**src/rtl/piezo_decode.sv**
```systemverilog
// Piezo tone receive decoder: measures audio half-periods, locks a status code after
// two matching intervals, drops to silent on timeout, and monitors pair complementarity.
module piezo_decode #(
  parameter bit          FAST_SIM = 1'b0,
  parameter int unsigned TOL      = 1,
  parameter int unsigned DIFF_MAX = 4
) (
  input  logic       clk,
  input  logic       rst_n,
  input  logic       audio,
  input  logic       audio_n,
  output logic [2:0] tone_code,
  output logic       moving,
  output logic       batt_low,
  output logic       ovr_spd,
  output logic       code_vld,
  output logic       len_err,
  output logic       diff_err
);

  localparam int unsigned CW = 28;
  localparam int unsigned LW = CW + 1;
  localparam int unsigned B  = FAST_SIM ? 2 : 23;
  localparam int unsigned DW = $clog2(DIFF_MAX + 2);
  localparam logic [CW-1:0] TMO  = CW'(2 ** (B + 4));
  localparam logic [DW-1:0] DMAX = DW'(DIFF_MAX);

  typedef enum logic [1:0] {
    ST_SILENT,
    ST_SEEK,
    ST_PEND,
    ST_LOCKED
  } state_e;

  state_e        state_q;
  logic [2:0]    cand_q;
  logic          a_q;
  logic          a_q2;
  logic [CW-1:0] hp_cnt_q;
  logic [CW-1:0] hp_cnt_d;
  logic [DW-1:0] dcnt_q;
  logic [DW-1:0] dcnt_d;
  logic          edge_c;
  logic [LW-1:0] len_c;
  logic [2:0]    cls_c;

  // Class k (nominal 2^(B+k)) maps to code 4-k; 0 means no class matched.
  function automatic logic [2:0] classify(input logic [LW-1:0] len);
    logic [2:0]    code;
    logic [LW-1:0] nom;
    code = 3'd0;
    for (int k = 0; k < 4; k++) begin
      nom = LW'(2 ** (B + k));
      if ((len + LW'(TOL) >= nom) && (len <= nom + LW'(TOL))) code = 3'(4 - k);
    end
    return code;
  endfunction

  // Status flags {moving, batt_low, ovr_spd} for a tone code.
  function automatic logic [2:0] flags(input logic [2:0] code);
    return {code == 3'd1, (code == 3'd2) || (code == 3'd4), (code == 3'd3) || (code == 3'd4)};
  endfunction

  always_comb begin
    edge_c   = a_q ^ a_q2;
    len_c    = LW'(hp_cnt_q) + LW'(1);
    cls_c    = (&hp_cnt_q) ? 3'd0 : classify(len_c);
    hp_cnt_d = hp_cnt_q;
    if (edge_c) begin
      hp_cnt_d = '0;
    end else if (!(&hp_cnt_q)) begin
      hp_cnt_d = hp_cnt_q + CW'(1);
    end
    dcnt_d = '0;
    if (audio == audio_n) begin
      dcnt_d = (dcnt_q >= DMAX) ? dcnt_q : dcnt_q + DW'(1);
    end
  end

  // Edge history, half-period counter and complement monitor.
  always_ff @(posedge clk or negedge rst_n) begin
    if (!rst_n) begin
      a_q      <= 1'b0;
      a_q2     <= 1'b0;
      hp_cnt_q <= '0;
      dcnt_q   <= '0;
      diff_err <= 1'b0;
    end else begin
      a_q      <= audio;
      a_q2     <= a_q;
      hp_cnt_q <= hp_cnt_d;
      dcnt_q   <= dcnt_d;
      diff_err <= (dcnt_d >= DMAX);
    end
  end

  // Lock FSM; an edge takes priority over the silence timeout on the same cycle.
  always_ff @(posedge clk or negedge rst_n) begin
    if (!rst_n) begin
      state_q   <= ST_SILENT;
      cand_q    <= 3'd0;
      tone_code <= 3'd0;
      moving    <= 1'b0;
      batt_low  <= 1'b0;
      ovr_spd   <= 1'b0;
      code_vld  <= 1'b0;
      len_err   <= 1'b0;
    end else begin
      code_vld <= 1'b0;
      len_err  <= 1'b0;
      if (edge_c) begin
        case (state_q)
          ST_SILENT: state_q <= ST_SEEK;
          ST_SEEK: begin
            if (cls_c != 3'd0) begin
              state_q <= ST_PEND;
              cand_q  <= cls_c;
            end else begin
              len_err <= 1'b1;
            end
          end
          ST_PEND, ST_LOCKED: begin
            if (cls_c == 3'd0) begin
              len_err <= 1'b1;
              state_q <= ST_SEEK;
            end else if (cls_c == cand_q) begin
              state_q                       <= ST_LOCKED;
              tone_code                     <= cls_c;
              {moving, batt_low, ovr_spd}   <= flags(cls_c);
              code_vld                      <= (cls_c != tone_code);
            end else begin
              state_q <= ST_PEND;
              cand_q  <= cls_c;
            end
          end
          default: state_q <= ST_SILENT;
        endcase
      end else if ((state_q != ST_SILENT) && (hp_cnt_q >= TMO)) begin
        state_q                     <= ST_SILENT;
        tone_code                   <= 3'd0;
        {moving, batt_low, ovr_spd} <= 3'b000;
        code_vld                    <= (tone_code != 3'd0);
      end
    end
  end

endmodule

```
**config.mk**
```make
export PLATFORM = sky130hd
export DESIGN_NAME = piezo_decode
export DESIGN_NICKNAME = d
export VERILOG_FILES = /design/src/rtl/piezo_decode.sv
export SDC_FILE = /design/constraint.sdc
export NUM_CORES = 1
export LEC_CHECK = 0
export ABC_AREA = 1
export BUFFER_PORTS_ARGS = -buffer_cell sky130_fd_sc_hd__buf_2
export CAP_MARGIN = 5
export CORE_UTILIZATION = 52
export CTS_CLUSTER_DIAMETER = 60
export DETAILED_ROUTE_END_ITERATION = 8
export GPL_ROUTABILITY_DRIVEN = 0
export GPL_TIMING_DRIVEN = 0
export PLACE_DENSITY = 0.73
export SLEW_MARGIN = 0
export SYNTH_ARGS = -nofsm -noshare
export SYNTH_HDL_FRONTEND = slang
export SYNTH_SLANG_ARGS = --single-unit
```
**constraint.sdc**
```tcl
create_clock -name clk -period 3.8 [get_ports clk]
set_input_delay 0.19 -clock clk [delete_from_list [all_inputs] [get_ports clk]]
set_output_delay 0.19 -clock clk [all_outputs]
set_load 0.01 [all_outputs]
```
---- After elaboration in Yosys (flattened, before gate mapping) ----
Index checks and enable logic that the tools add are counted.
cells by class
  multipliers ............................. 0
  divide/modulo/power cells ............... 0
  add/subtract/negate cells ............... 4
  reductions and logical operators ........ 19
  eq/ne operators ......................... 18
  bitwise operators ....................... 1
  shifts and indexed selects .............. 0
  mux-type cells .......................... 46
  order comparisons ....................... 11
operators by type and width
  kind                                                                 count
  2-to-1 mux 28 bit                                                    2
  2-to-1 mux 3 bit                                                     15
  adder 28 x 1 -> 29 bit, second input constant                        1
  adder 29 x 1 -> 29 bit, second input constant                        1
  greater-or-equal comparator 29 x 24 -> 1 bit, second input constant  1
  greater-or-equal comparator 29 x 25 -> 1 bit, second input constant  1
  greater-or-equal comparator 29 x 26 -> 1 bit, second input constant  1
  greater-or-equal comparator 29 x 27 -> 1 bit, second input constant  1
  less-or-equal comparator 29 x 24 -> 1 bit, second input constant     1
  less-or-equal comparator 29 x 25 -> 1 bit, second input constant     1
  less-or-equal comparator 29 x 26 -> 1 bit, second input constant     1
  less-or-equal comparator 29 x 27 -> 1 bit, second input constant     1
  adder 28 x 1 -> 28 bit, second input constant                        1
  greater-or-equal comparator 28 bit, second input constant            1
  AND reduction 28 bit                                                 1
  2-to-1 mux 1 bit                                                     22
  inequality test 2 bit, second input constant                         5
  2-to-1 mux 2 bit                                                     4
  == test 3 x 2 -> 1 bit, second input constant                        2
  greater-or-equal comparator 3 bit, second input constant             2
  case mux 2 bit (3 select lines)                                      1
  case mux 3 bit (2 select lines)                                      1
  nonzero test 2 bit                                                   3
  nonzero test 3 bit                                                   2
  other kinds (20)                                                     27
storage, ports and cells
  RAM bits ................................ 0
  word-level logic and storage cells ...... 112
  latch bits .............................. 0
  output and inout port bits .............. 9
  ROM bits ................................ 0
  bits of input ports ..................... 4
  flip-flop bits (word level) ............. 47
  memories ................................ 0

---- Longest topological paths before layout ----
Gate-level depths: netlist of run 1.
  word-level depth ........................ 15
  depth in mapped cells ................... 26
  gate-level depth less buffers ........... 26

---- Least setup slack after synthesis of run 1 ----
Ideal clock, no wire load.
  path kind ............................... register -> register
  start point ............................. reg hp_cnt_q[0]
  end point ............................... reg batt_low
  slack ................................... 1.009 ns
  data required time ...................... 3.682 ns
  stages on the path, launching flop included .. 25
  library setup time ...................... 0.118 ns
  arrival ................................. 2.673 ns
  cell sequence ........................... dfrtp_1 ha_1 nand2_2 nor2_8 nand2_2 nor2_2 nand2_1 nand2_1 nand2_1 inv_1 nand2_2 nor2_2 nand3_1 nand2_1 nand2_2 nor2_2 nand3_2 nand2_4 nand2_1 nand2_4 nand3_2 nor2_4 nand3_4 nand3_1 nand2_1
on the way
  word-level cells in the longest chain between the ends .. 15
  elaborated cells between the ends (all ways) .. 35
ends and longest elaborated chain
  element                                                         line  text
  from (decl)                                                     39    logic [CW-1:0] hp_cnt_q;
  from (signal assigned)                                          91    hp_cnt_q <= hp_cnt_d;
  adder 28 x 1 -> 29 bit                                          66    len_c = LW'(hp_cnt_q) + LW'(1);
  adder 29 x 1 -> 29 bit                                          54    if ((len + LW'(TOL) >= nom) && (len <= nom + LW'(TOL))) code = 3'(4 - k);
  greater-or-equal comparator 29 x 24 -> 1 bit                    54
  logical AND 1 bit                                               54
  2-to-1 mux 3 bit (4 in a row)                                   54
  2-to-1 mux 3 bit                                                67    cls_c = (&hp_cnt_q) ? 3'd0 : classify(len_c);
  == test 3 x 2 -> 1 bit / == test 3 bit (equally long branches)  61    return {code == 3'd1, (code == 3'd2) || (code == 3'd4), (code == 3'd3) || (code == 3'd4)};
  logical OR 1 bit                                                61
  2-to-1 mux 1 bit                                                126   end else if (cls_c == cand_q) begin
  2-to-1 mux 1 bit                                                123   if (cls_c == 3'd0) begin
  2-to-1 mux 1 bit                                                112   case (state_q)
  2-to-1 mux 1 bit                                                111   if (edge_c) begin
  to (signal assigned)                                            129   {moving, batt_low, ovr_spd} <= flags(cls_c);
  to (decl)                                                       14    output logic batt_low,
Parallel ways exist; a longest one is shown, timed or not. The select of a mux whose other input is x is not followed.
A chain may end at the register's enable or synchronous reset.

---- Worst setup path in the final report of run 1 ----
  start point ............................. reg hp_cnt_q[0]
  end point ............................... reg ovr_spd
on the way
  word-level cells in the longest chain between the ends .. 15
  elaborated cells between the ends (all ways) .. 35
ends and longest elaborated chain
  element                                                         line  text
  adder 28 x 1 -> 29 bit                                          66
  adder 29 x 1 -> 29 bit                                          54
  greater-or-equal comparator 29 x 24 -> 1 bit                    54
  logical AND 1 bit                                               54
  2-to-1 mux 3 bit (4 in a row)                                   54
  2-to-1 mux 3 bit                                                67
  == test 3 x 2 -> 1 bit / == test 3 bit (equally long branches)  61
  logical OR 1 bit                                                61
  2-to-1 mux 1 bit                                                126
  2-to-1 mux 1 bit                                                123
  2-to-1 mux 1 bit                                                112
  2-to-1 mux 1 bit                                                111
  to (signal assigned)                                            129
  to (decl)                                                       15    output logic ovr_spd,
Parallel ways exist; a longest one is shown, timed or not. The select of a mux whose other input is x is not followed.

==> results of run 1 <==
placed cells by master, fill, tap and decap left out, types with 2 or more instances in the layout:
master,count
xor2_1,3
nor2_2,15
nand2_2,17
dfrtp_1,46
o21ai_0,29
inv_1,68
nor2_4,9
nand3_2,7
nand4_1,16
ha_1,4
nor3_1,9
nor2_1,78
buf_2,12
nand2_4,5
nand3_1,56
a21oi_1,10
clkbuf_8,5
inv_2,7
or2_2,2
clkbuf_1,5
nand2_1,196
cell usage after synthesis (9+ instances only):
cell type	number	share of area
nor2_1	78	0.078
o21ai_0	29	0.039
nor3_1	9	0.012
nor2_4	9	0.027
dfrtp_1	46	0.31
nand3_1	56	0.075
a21oi_1	10	0.013
nor2_2	15	0.025
nand2_2	17	0.028
inv_1	68	0.068
nand2_1	196	0.20
nand4_1	16	0.027
path summary, 6_finish.rpt:
path,startpoint,endpoint,slack [ns],cells past startpoint
worst min-delay path,rst_n,hp_cnt_q[8],0.05,1
worst min register to register,a_q,a_q2,0.41,0
min in group clk,audio_n,dcnt_q[2],0.16,3
max in group asynchronous,rst_n,cand_q[1],3.11,1
worst max register to register,hp_cnt_q[0],ovr_spd,0.33,24
worst max-delay path,hp_cnt_q[0],ovr_spd,0.33,24
sequential cells by signal (all words and copies together) (netlist names):
name and cells:
tone_code 3, ovr_spd 1, batt_low 1, moving 1, a_q 1, state_q 2, len_err 1, cand_q 3
dcnt_q 3, hp_cnt_q 28, a_q2 1, code_vld 1
metal layers:
metal | wire length, microns | share of wire | up-vias | track usage
li1 | - | - | 1922 | -
met1 | 4350 | 0.44 | 1749 | 0.357
met2 | 4650 | 0.47 | 144 | 0.480
met3 | 588 | 0.060 | 25 | 0.0455
met4 | 272 | 0.028 | 0 | 0.0970
met5 | 0 | 0 | - | 0
report_power, final:
part	switching (mW)	internal (mW)	total, mW
clock network	0.205	0.138	0.343
logic	0.103	0.0554	0.159
registers	0.0265	0.516	0.542
total	0.335	0.709	1.04
layout make-up:
class	count	area, sq um
Buffer	5	18.8
Clock buffer	5	68.8
Clock inverter	3	28.8
Fill cell	692	2860
Inverter	75	282
Multi-Input combinational cell	470	2310
Sequential cell	46	1150
Tap cell	96	120
Timing Repair Buffer	13	70.1
what timing repair did:
item                       in CTS  in global routing
hold endpoints to repair        1                  0
hold buffers                    1                  0
resized for setup               0                  1
setup endpoints to repair       0                  4
logic make-up (layout without fill, tap and decap cells):
kind of cell             Yosys count  after routing  share of synthesized area
AO/OA/AOI/OAI                     45             45                     0.0632
adder cells (fa/ha/maj)            5              5                     0.0166
AND/OR/NAND/NOR                  416            416                      0.525
XOR/XNOR                           4              4                    0.00932
flip-flops                        46             46                      0.306
buffers and inverters             80            101                     0.0798
critical path, stage by stage, from the launching register on:
cell,delay (ns)
dfrtp_1,0.48
ha_2,0.29
nand2_2,0.12
nor2_8,0.18
nand2_2,0.10
nor2_2,0.21
nand2_1,0.09
nand2_1,0.06
nand2_1,0.10
nor2_1,0.21
nand2_1,0.11
nor2_2,0.15
nand3_1,0.08
nand2_1,0.08
nand2_2,0.06
nor2_2,0.14
nand2_1,0.08
nand2_2,0.13
nand2_2,0.12
nand2_1,0.08
nand2_1,0.09
nand3_2,0.14
nand2_1,0.10
nand4_1,0.12
nand2_1,0.06
==> impl_metrics.py, run 1 <==
metrics = {
    "outcome": {
        "outcome": "finished, final reports clean",
    },
    "sta": {
        "holdWs_ns": 0.0516,
        "period_share": 0.913,
        "clock_skew_ns": 0.00668,
        "final-max-slew-violation-count": 0,
        "rsz0062_at_grt": "false",
        "tns_ns": 0,
        "final_hold_viol_count": 0,
        "max_freq_ghz": 0.288,
        "fin_ws_ns": 0.330,
        "slew_headroom": 0.299,
        "tightest_slew_ns": 1.05,
        "final-setup-viol-count": 0,
        "fin_crit_ns": 3.47,
    },
    "layout": {
        "area_delta_synth_final_pct": 7.72,
        "postLayoutCellArea_sq_mm": 0.00405,
        "fin_cells": 713,
        "num-nets-final": 625,
        "final_layout_size_suffix_gt1_frac": 0.143,
        "utilization": 0.587,
        "diodes": 0,
    },
    "placement": {
        "place_hpwl_microns": 7760,
        "port_buffers": 12,
        "dp_cells": 704,
        "place_ws_ns": 0.340,
        "placed_area_sq_mm": 0.00394,
    },
    "die": {
        "start_util": 0.545,
        "dieHeight_microns": 87.0,
        "placementRows": 30,
        "core_area_sq_mm": 0.00691,
        "die_x_microns": 87.0,
        "ios": 13,
        "die-area_sq_mm": 0.00758,
    },
    "yosys": {
        "synth_seq_cells": 46,
        "syn_nets": 605,
        "syn_avg_cell_area_sq_um": 6.31,
        "synth_edf_count": 0,
        "async_flop_share": 1.00,
        "seq_area_frac_synth": 0.306,
        "synth_cell_types": 32,
        "synth_area_sq_mm": 0.00376,
        "dominantRegCellSynth": "dfrtp_1",
        "syn-instance-count": 596,
        "synth_warnings": 0,
    },
    "clock_tree": {
        "clk_path_buf_depth": 2,
        "postCtsSetupBuffers": 0,
        "clkTransAtPathRegs_ns": 0.10,
        "htreeDepth": 2,
        "tritoncts": "yes",
        "cts_buffers": 5,
        "root_buffer": "clkbuf_8",
        "cts.sinks": 46,
        "clk_latency_ns": 0.32,
    },
    "global_route": {
        "grt_start_max_net_pins": 47,
        "grtUsageTotal": 0.280,
        "grt-ovfl-total": 0,
        "grt_pass1_wl_microns": 16300,
        "grt_antenna_before_repair": 0,
        "grt_pass1_vias": 3513,
    },
    "pwr": {
        "power_density_mw_per_mm2": 258,
        "fin_total_pwr_mw": 1.04,
        "cellLeakagePower_nw": 2.00,
        "irDropWorstVdd_mv": 0.256,
    },
    "routing": {
        "drtAntennaViolNets": 0,
        "wl_per_cell_microns": 13.8,
        "routed_wl_microns": 9860,
        "first_pass_iters": 7,
        "vias_per_cell": 5.39,
        "vias": 3840,
        "dr.first_iter.drc_count": 359,
        "drc": 0,
    },
    "flow_run": {
        "drv_cap": 0,
    },
    "setup_path": {
        "path_class": "reg -> reg",
        "path_max_fanout": 7,
        "endpoint_kind": "flip-flop",
        "worstPathRequired_ns": 4.02,
        "worstPathArrival_ns": 3.69,
        "worst_setup_path_start_kind": "flip-flop",
    },
    "worst_hold_path": {
        "min_path_type": "in -> async",
    },
}
(Power assumes the default switching activity.)
==> inputs of run 2 (changes only) <==
Settings changed: CELL_PAD_IN_SITES_DETAIL_PLACEMENT from default to 0, CELL_PAD_IN_SITES_GLOBAL_PLACEMENT from default to 1, CORE_UTILIZATION 52 to 45, PLACE_DENSITY 0.73 to 0.85.
==> impl_metrics.py, run 2 (synthesis results as in run 1) <==
metrics = {
    "outcome": {
        "outcome": "finished, final reports clean",
    },
    "placement": {
        "placed_area_sq_mm": 0.00395,
        "place_hpwl_microns": 8140,
        "port_buffers": 12,
    },
    "global_route": {
        "grt_start_max_net_pins": 47,
        "grtUsageTotal": 0.255,
        "grt_antenna_before_repair": 0,
        "grt_pass1_vias": 3532,
        "grt_pass1_wl_microns": 17100,
        "grt-ovfl-total": 0,
    },
    "clock_tree": {
        "clk_latency_ns": 0.32,
        "cts.sinks": 46,
        "root_buffer": "clkbuf_8",
        "htreeDepth": 2,
        "clk_path_buf_depth": 2,
        "cts_buffers": 5,
        "clkTransAtPathRegs_ns": 0.10,
        "postCtsSetupBuffers": 0,
        "tritoncts": "yes",
    },
    "setup_path": {
        "worstPathRequired_ns": 4.01,
        "endpoint_kind": "flip-flop",
        "rrSetupSlack_ns": 0.30,
        "worstPathArrival_ns": 3.71,
        "path_class": "reg -> reg",
        "ff2ff_path_depth": 24,
        "path_max_fanout": 7,
        "r2r_end": "batt_low",
        "r2r_start": "hp_cnt_q[0]",
        "worst_setup_path_start_kind": "flip-flop",
    },
    "routing": {
        "wl_per_cell_microns": 14.1,
        "drc": 0,
        "dr.first_iter.drc_count": 170,
        "vias": 3751,
        "vias_per_cell": 5.22,
        "routed_wl_microns": 10100,
        "drtAntennaViolNets": 0,
        "first_pass_iters": 5,
    },
    "pwr": {
        "irDropWorstVdd_mv": 0.244,
        "cellLeakagePower_nw": 2.00,
        "power_density_mw_per_mm2": 257,
    },
    "sta": {
        "rsz0062_at_grt": "false",
        "tightest_slew_ns": 1.06,
        "period_share": 0.920,
        "final-max-slew-violation-count": 0,
        "slew_headroom": 0.294,
        "clock_skew_ns": 0.0124,
        "final-setup-viol-count": 0,
        "final_hold_viol_count": 0,
        "max_freq_ghz": 0.286,
        "fin_crit_ns": 3.50,
        "tns_ns": 0,
    },
    "layout": {
        "utilization": 0.515,
        "layout_common_cells": "nand2_1, nor2_1, inv_1",
        "fill_cells": 836,
        "largest_register_ffs": 28,
        "area_delta_synth_final_pct": 7.92,
        "diodes": 0,
        "postLayoutCellArea_sq_mm": 0.00406,
        "num-nets-final": 625,
        "largest_register": "hp_cnt_q",
        "final_layout_size_suffix_gt1_frac": 0.143,
        "layout_commonest_cell": "nand2_1",
    },
    "worst_hold_path": {
        "min_path_type": "in -> async",
    },
    "die": {
        "dieHeight_microns": 93.4,
        "die-area_sq_mm": 0.00873,
        "core_area_sq_mm": 0.00789,
        "start_util": 0.477,
        "die_x_microns": 93.4,
        "ios": 13,
        "placementRows": 32,
    },
    "flow_run": {
        "drv_cap": 0,
    },
}
==> run 2: worst max-delay path, cell delays in order, from the launching register on <==
cell,delay [ns]
dfrtp_1,0.48
ha_2,0.29
nand2_2,0.11
nor2_8,0.18
nand2_2,0.09
nor2_2,0.21
nand2_1,0.07
nand2_1,0.06
nand2_1,0.09
nor2_1,0.23
nand2_1,0.12
nor2_2,0.16
nand3_1,0.08
nand2_1,0.08
nand2_2,0.06
nor2_2,0.13
nand2_1,0.09
nand2_2,0.13
nand2_2,0.13
nand2_1,0.08
nand2_1,0.08
nand3_2,0.13
nand2_1,0.09
nand4_1,0.15
nand2_1,0.07
==> run 2: final cells by class <==
type | count | area [sq um] | area share
Clock inverter | 3 | 28.8 | 0.00709
Inverter | 75 | 282 | 0.0694
Tap cell | 102 | 128 | 0.0314
Sequential cell | 46 | 1150 | 0.284
Buffer | 5 | 18.8 | 0.00462
Multi-Input combinational cell | 470 | 2310 | 0.570
Timing Repair Buffer | 13 | 70.1 | 0.0173
Clock buffer | 5 | 68.8 | 0.0170
==> run 2: routing by layer <==
metal / share of wire / GRT usage / up-vias / routed length, microns
li1: - / - / 1931 / -
met1: 0.45 / 0.332 / 1707 / 4560
met2: 0.48 / 0.445 / 99 / 4880
met3: 0.051 / 0.0293 / 14 / 514
met4: 0.018 / 0.0667 / 0 / 180
met5: 0 / 0 / - / 0
==> run 2: how the worst max path moves through the flow <==
stage                     depth (start not counted)         from  endpoint  slack [ns]
final                                            24  hp_cnt_q[0]  batt_low        0.30
after global routing                             24  hp_cnt_q[0]   ovr_spd        0.05
after CTS                                        24  hp_cnt_q[0]   ovr_spd        0.29
after detailed placement                         24  hp_cnt_q[0]  batt_low        0.33
after global placement                           24  hp_cnt_q[0]  batt_low        0.37
after floorplan                                  24  hp_cnt_q[0]  batt_low        1.01
==> run 2: where the power goes <==
group,internal [mW],switching (mW)
Clock,0.138,0.206
Combinational,0.0548,0.103
Sequential,0.516,0.0269
==> run 2: what timing repair did <==
| action | CTS | global route |
|---|---|---|
| gates resized for setup | 0 | 1 |
| hold buffers | 1 | 0 |
| endpoints found under the setup margin | 0 | 2 |
| endpoints found under the hold margin | 1 | 0 |
==> run 2: per-stage QoR <==
step	total power, mW	hold WS (ns)	std cells	setup slack (ns)
after floorplan	0.660	-0.106	596	1.01
after global placement	0.705	0.322	710	0.373
after detailed placement	0.710	0.324	710	0.328
after CTS	1.05	0.0979	719	0.292
after global routing	1.09	0.155	719	0.0468
final	1.04	0.0496	719	0.304
==> inputs of run 3 (changes only) <==
--- a/config.mk
+++ b/config.mk
@@ -11,4 +11,5 @@
 export CELL_PAD_IN_SITES_DETAIL_PLACEMENT = 0
 export CELL_PAD_IN_SITES_GLOBAL_PLACEMENT = 1
+export CORE_ASPECT_RATIO = 0.6
 export CORE_UTILIZATION = 45
 export CTS_CLUSTER_DIAMETER = 60
==> constraint.sdc (replaced) <==
create_clock -name clk -period 3.8 [get_ports clk]
set_input_delay 0.19 -clock clk [delete_from_list [all_inputs] [get_ports clk]]
set_output_delay 0.19 -clock clk [all_outputs]
set_load 0.1 [all_outputs]
==> impl_metrics.py, run 3 (synthesis results as in run 1) <==
metrics = {
    "sta": {
        "tns_ns": 0,
        "slew_headroom": 0.241,
        "period_share": 0.907,
        "rsz0062_at_grt": "false",
        "final-max-slew-violation-count": 0,
        "tightest_slew_ns": 1.14,
        "final-setup-viol-count": 0,
        "final_hold_viol_count": 0,
        "max_freq_ghz": 0.290,
        "clock_skew_ns": 0.0102,
        "fin_crit_ns": 3.45,
    },
    "setup_path": {
        "path_class": "reg -> reg",
        "rrSetupSlack_ns": 0.35,
        "endpoint_kind": "flip-flop",
        "worstPathRequired_ns": 3.99,
        "r2r_start": "hp_cnt_q[0]",
        "worst_setup_path_start_kind": "flip-flop",
        "ff2ff_path_depth": 24,
        "worstPathArrival_ns": 3.63,
        "r2r_end": "tone_code[0]",
        "path_max_fanout": 7,
    },
    "outcome": {
        "outcome": "finished, final reports clean",
    },
    "layout": {
        "largest_register_ffs": 28,
        "diodes": 0,
        "fin_cells": 724,
        "largest_register": "hp_cnt_q",
        "layout_commonest_cell": "nand2_1",
        "layout_common_cells": "nand2_1, nor2_1, inv_1",
        "utilization": 0.515,
        "final_layout_size_suffix_gt1_frac": 0.144,
        "num-nets-final": 624,
        "area_delta_synth_final_pct": 9.18,
    },
    "global_route": {
        "grt_pass1_vias": 3378,
        "grt_antenna_before_repair": 0,
        "grt-ovfl-total": 0,
        "grtUsageTotal": 0.278,
        "grt_start_max_net_pins": 47,
        "grt_pass1_wl_microns": 18100,
    },
    "die": {
        "placementRows": 25,
        "core_area_sq_mm": 0.00798,
        "dieHeight_microns": 72.8,
        "die_x_microns": 120,
        "start_util": 0.472,
        "ios": 13,
        "die-area_sq_mm": 0.00874,
    },
    "clock_tree": {
        "root_buffer": "clkbuf_16",
        "postCtsSetupBuffers": 0,
        "clkTransAtPathRegs_ns": 0.07,
        "clk_path_buf_depth": 2,
        "cts-hold-fix-buffers": 0,
        "clk_latency_ns": 0.30,
        "htreeDepth": 2,
        "cts.sinks": 46,
        "tritoncts": "yes",
        "cts_buffers": 5,
        "cts_resized": 0,
    },
    "pwr": {
        "irDropWorstVdd_mv": 0.251,
        "cellLeakagePower_nw": 2.01,
        "power_density_mw_per_mm2": 292,
    },
    "routing": {
        "first_pass_iters": 5,
        "drtAntennaViolNets": 0,
        "vias": 3862,
        "vias_per_cell": 5.33,
        "dr.first_iter.drc_count": 415,
        "wl_per_cell_microns": 15.7,
        "routed_wl_microns": 11300,
        "drc": 0,
    },
    "placement": {
        "place_hpwl_microns": 9090,
        "port_buffers": 12,
        "dp_cells": 716,
    },
    "worst_hold_path": {
        "min_path_type": "in -> reg",
        "worst_hold_path.endpoint": "a_q",
        "hp-start": "audio",
        "hold_path_depth": 1,
    },
    "flow_run": {
        "drv_cap": 0,
    },
}
[run 3: layout make-up]
cell class	instances	area, sq um
Clock buffer	5	125
Fill cell	806	3870
Sequential cell	46	1150
Buffer	5	18.8
Multi-Input combinational cell	470	2310
Clock inverter	3	21.3
Timing Repair Buffer	12	60.1
Tap cell	108	135
Inverter	75	282
[run 3: through the flow]
stage | instance area [sq um] | hold WS (ns) | worst slack, ns | total power [mW]
floorplan | 3760 | -0.106 | 0.989 | 0.700
global placement | 3960 | 0.323 | 0.368 | 0.748
detailed placement | 3960 | 0.324 | 0.283 | 0.754
CTS | 4100 | 0.0207 | 0.268 | 1.21
global route | 4110 | 0.0214 | 0.00300 | 1.25
finish | 4110 | 0.0227 | 0.354 | 1.20
[run 3: power breakdown]
part	switching, mW	internal [mW]
Sequential	0.0284	0.516
Combinational	0.148	0.0547
Clock	0.208	0.244
[run 3: how the worst max path moves through the flow]
stage / end / from / slack, ns
2_1_floorplan: tone_code[0] / hp_cnt_q[0] / 0.99
3_3_place_gp: tone_code[1] / hp_cnt_q[0] / 0.37
3_5_place_dp: tone_code[0] / hp_cnt_q[0] / 0.28
4_1_cts: tone_code[0] / hp_cnt_q[0] / 0.27
5_1_grt: tone_code[2] / hp_cnt_q[1] / 0.003
6_report: tone_code[0] / hp_cnt_q[0] / 0.35
[run 3: per-layer routing]
metal / part of all wire / track usage / up-vias
li1: - / - / 1929
met1: 0.54 / 0.465 / 1771
met2: 0.34 / 0.335 / 153
met3: 0.11 / 0.0773 / 9
met4: 0.0062 / 0.0417 / 0
met5: 0 / 0 / -
[run 3: worst max-delay path, cell delays in order, from the launching register on]
cell,delay (ns)
dfrtp_2,0.45
ha_2,0.25
nand2_2,0.11
nor2_8,0.20
nand2_2,0.08
nor2_2,0.22
nand2_1,0.10
nand2_1,0.14
nand2_1,0.09
inv_1,0.07
nand2_2,0.07
nor2_2,0.20
nand4_1,0.15
nand2_2,0.13
nor2_2,0.05
nand2_1,0.07
nand2_2,0.12
nand2_2,0.17
nand2_1,0.08
nand2_2,0.10
inv_1,0.08
nor2_4,0.14
nand3_4,0.12
nand3_1,0.10
nand2_1,0.05
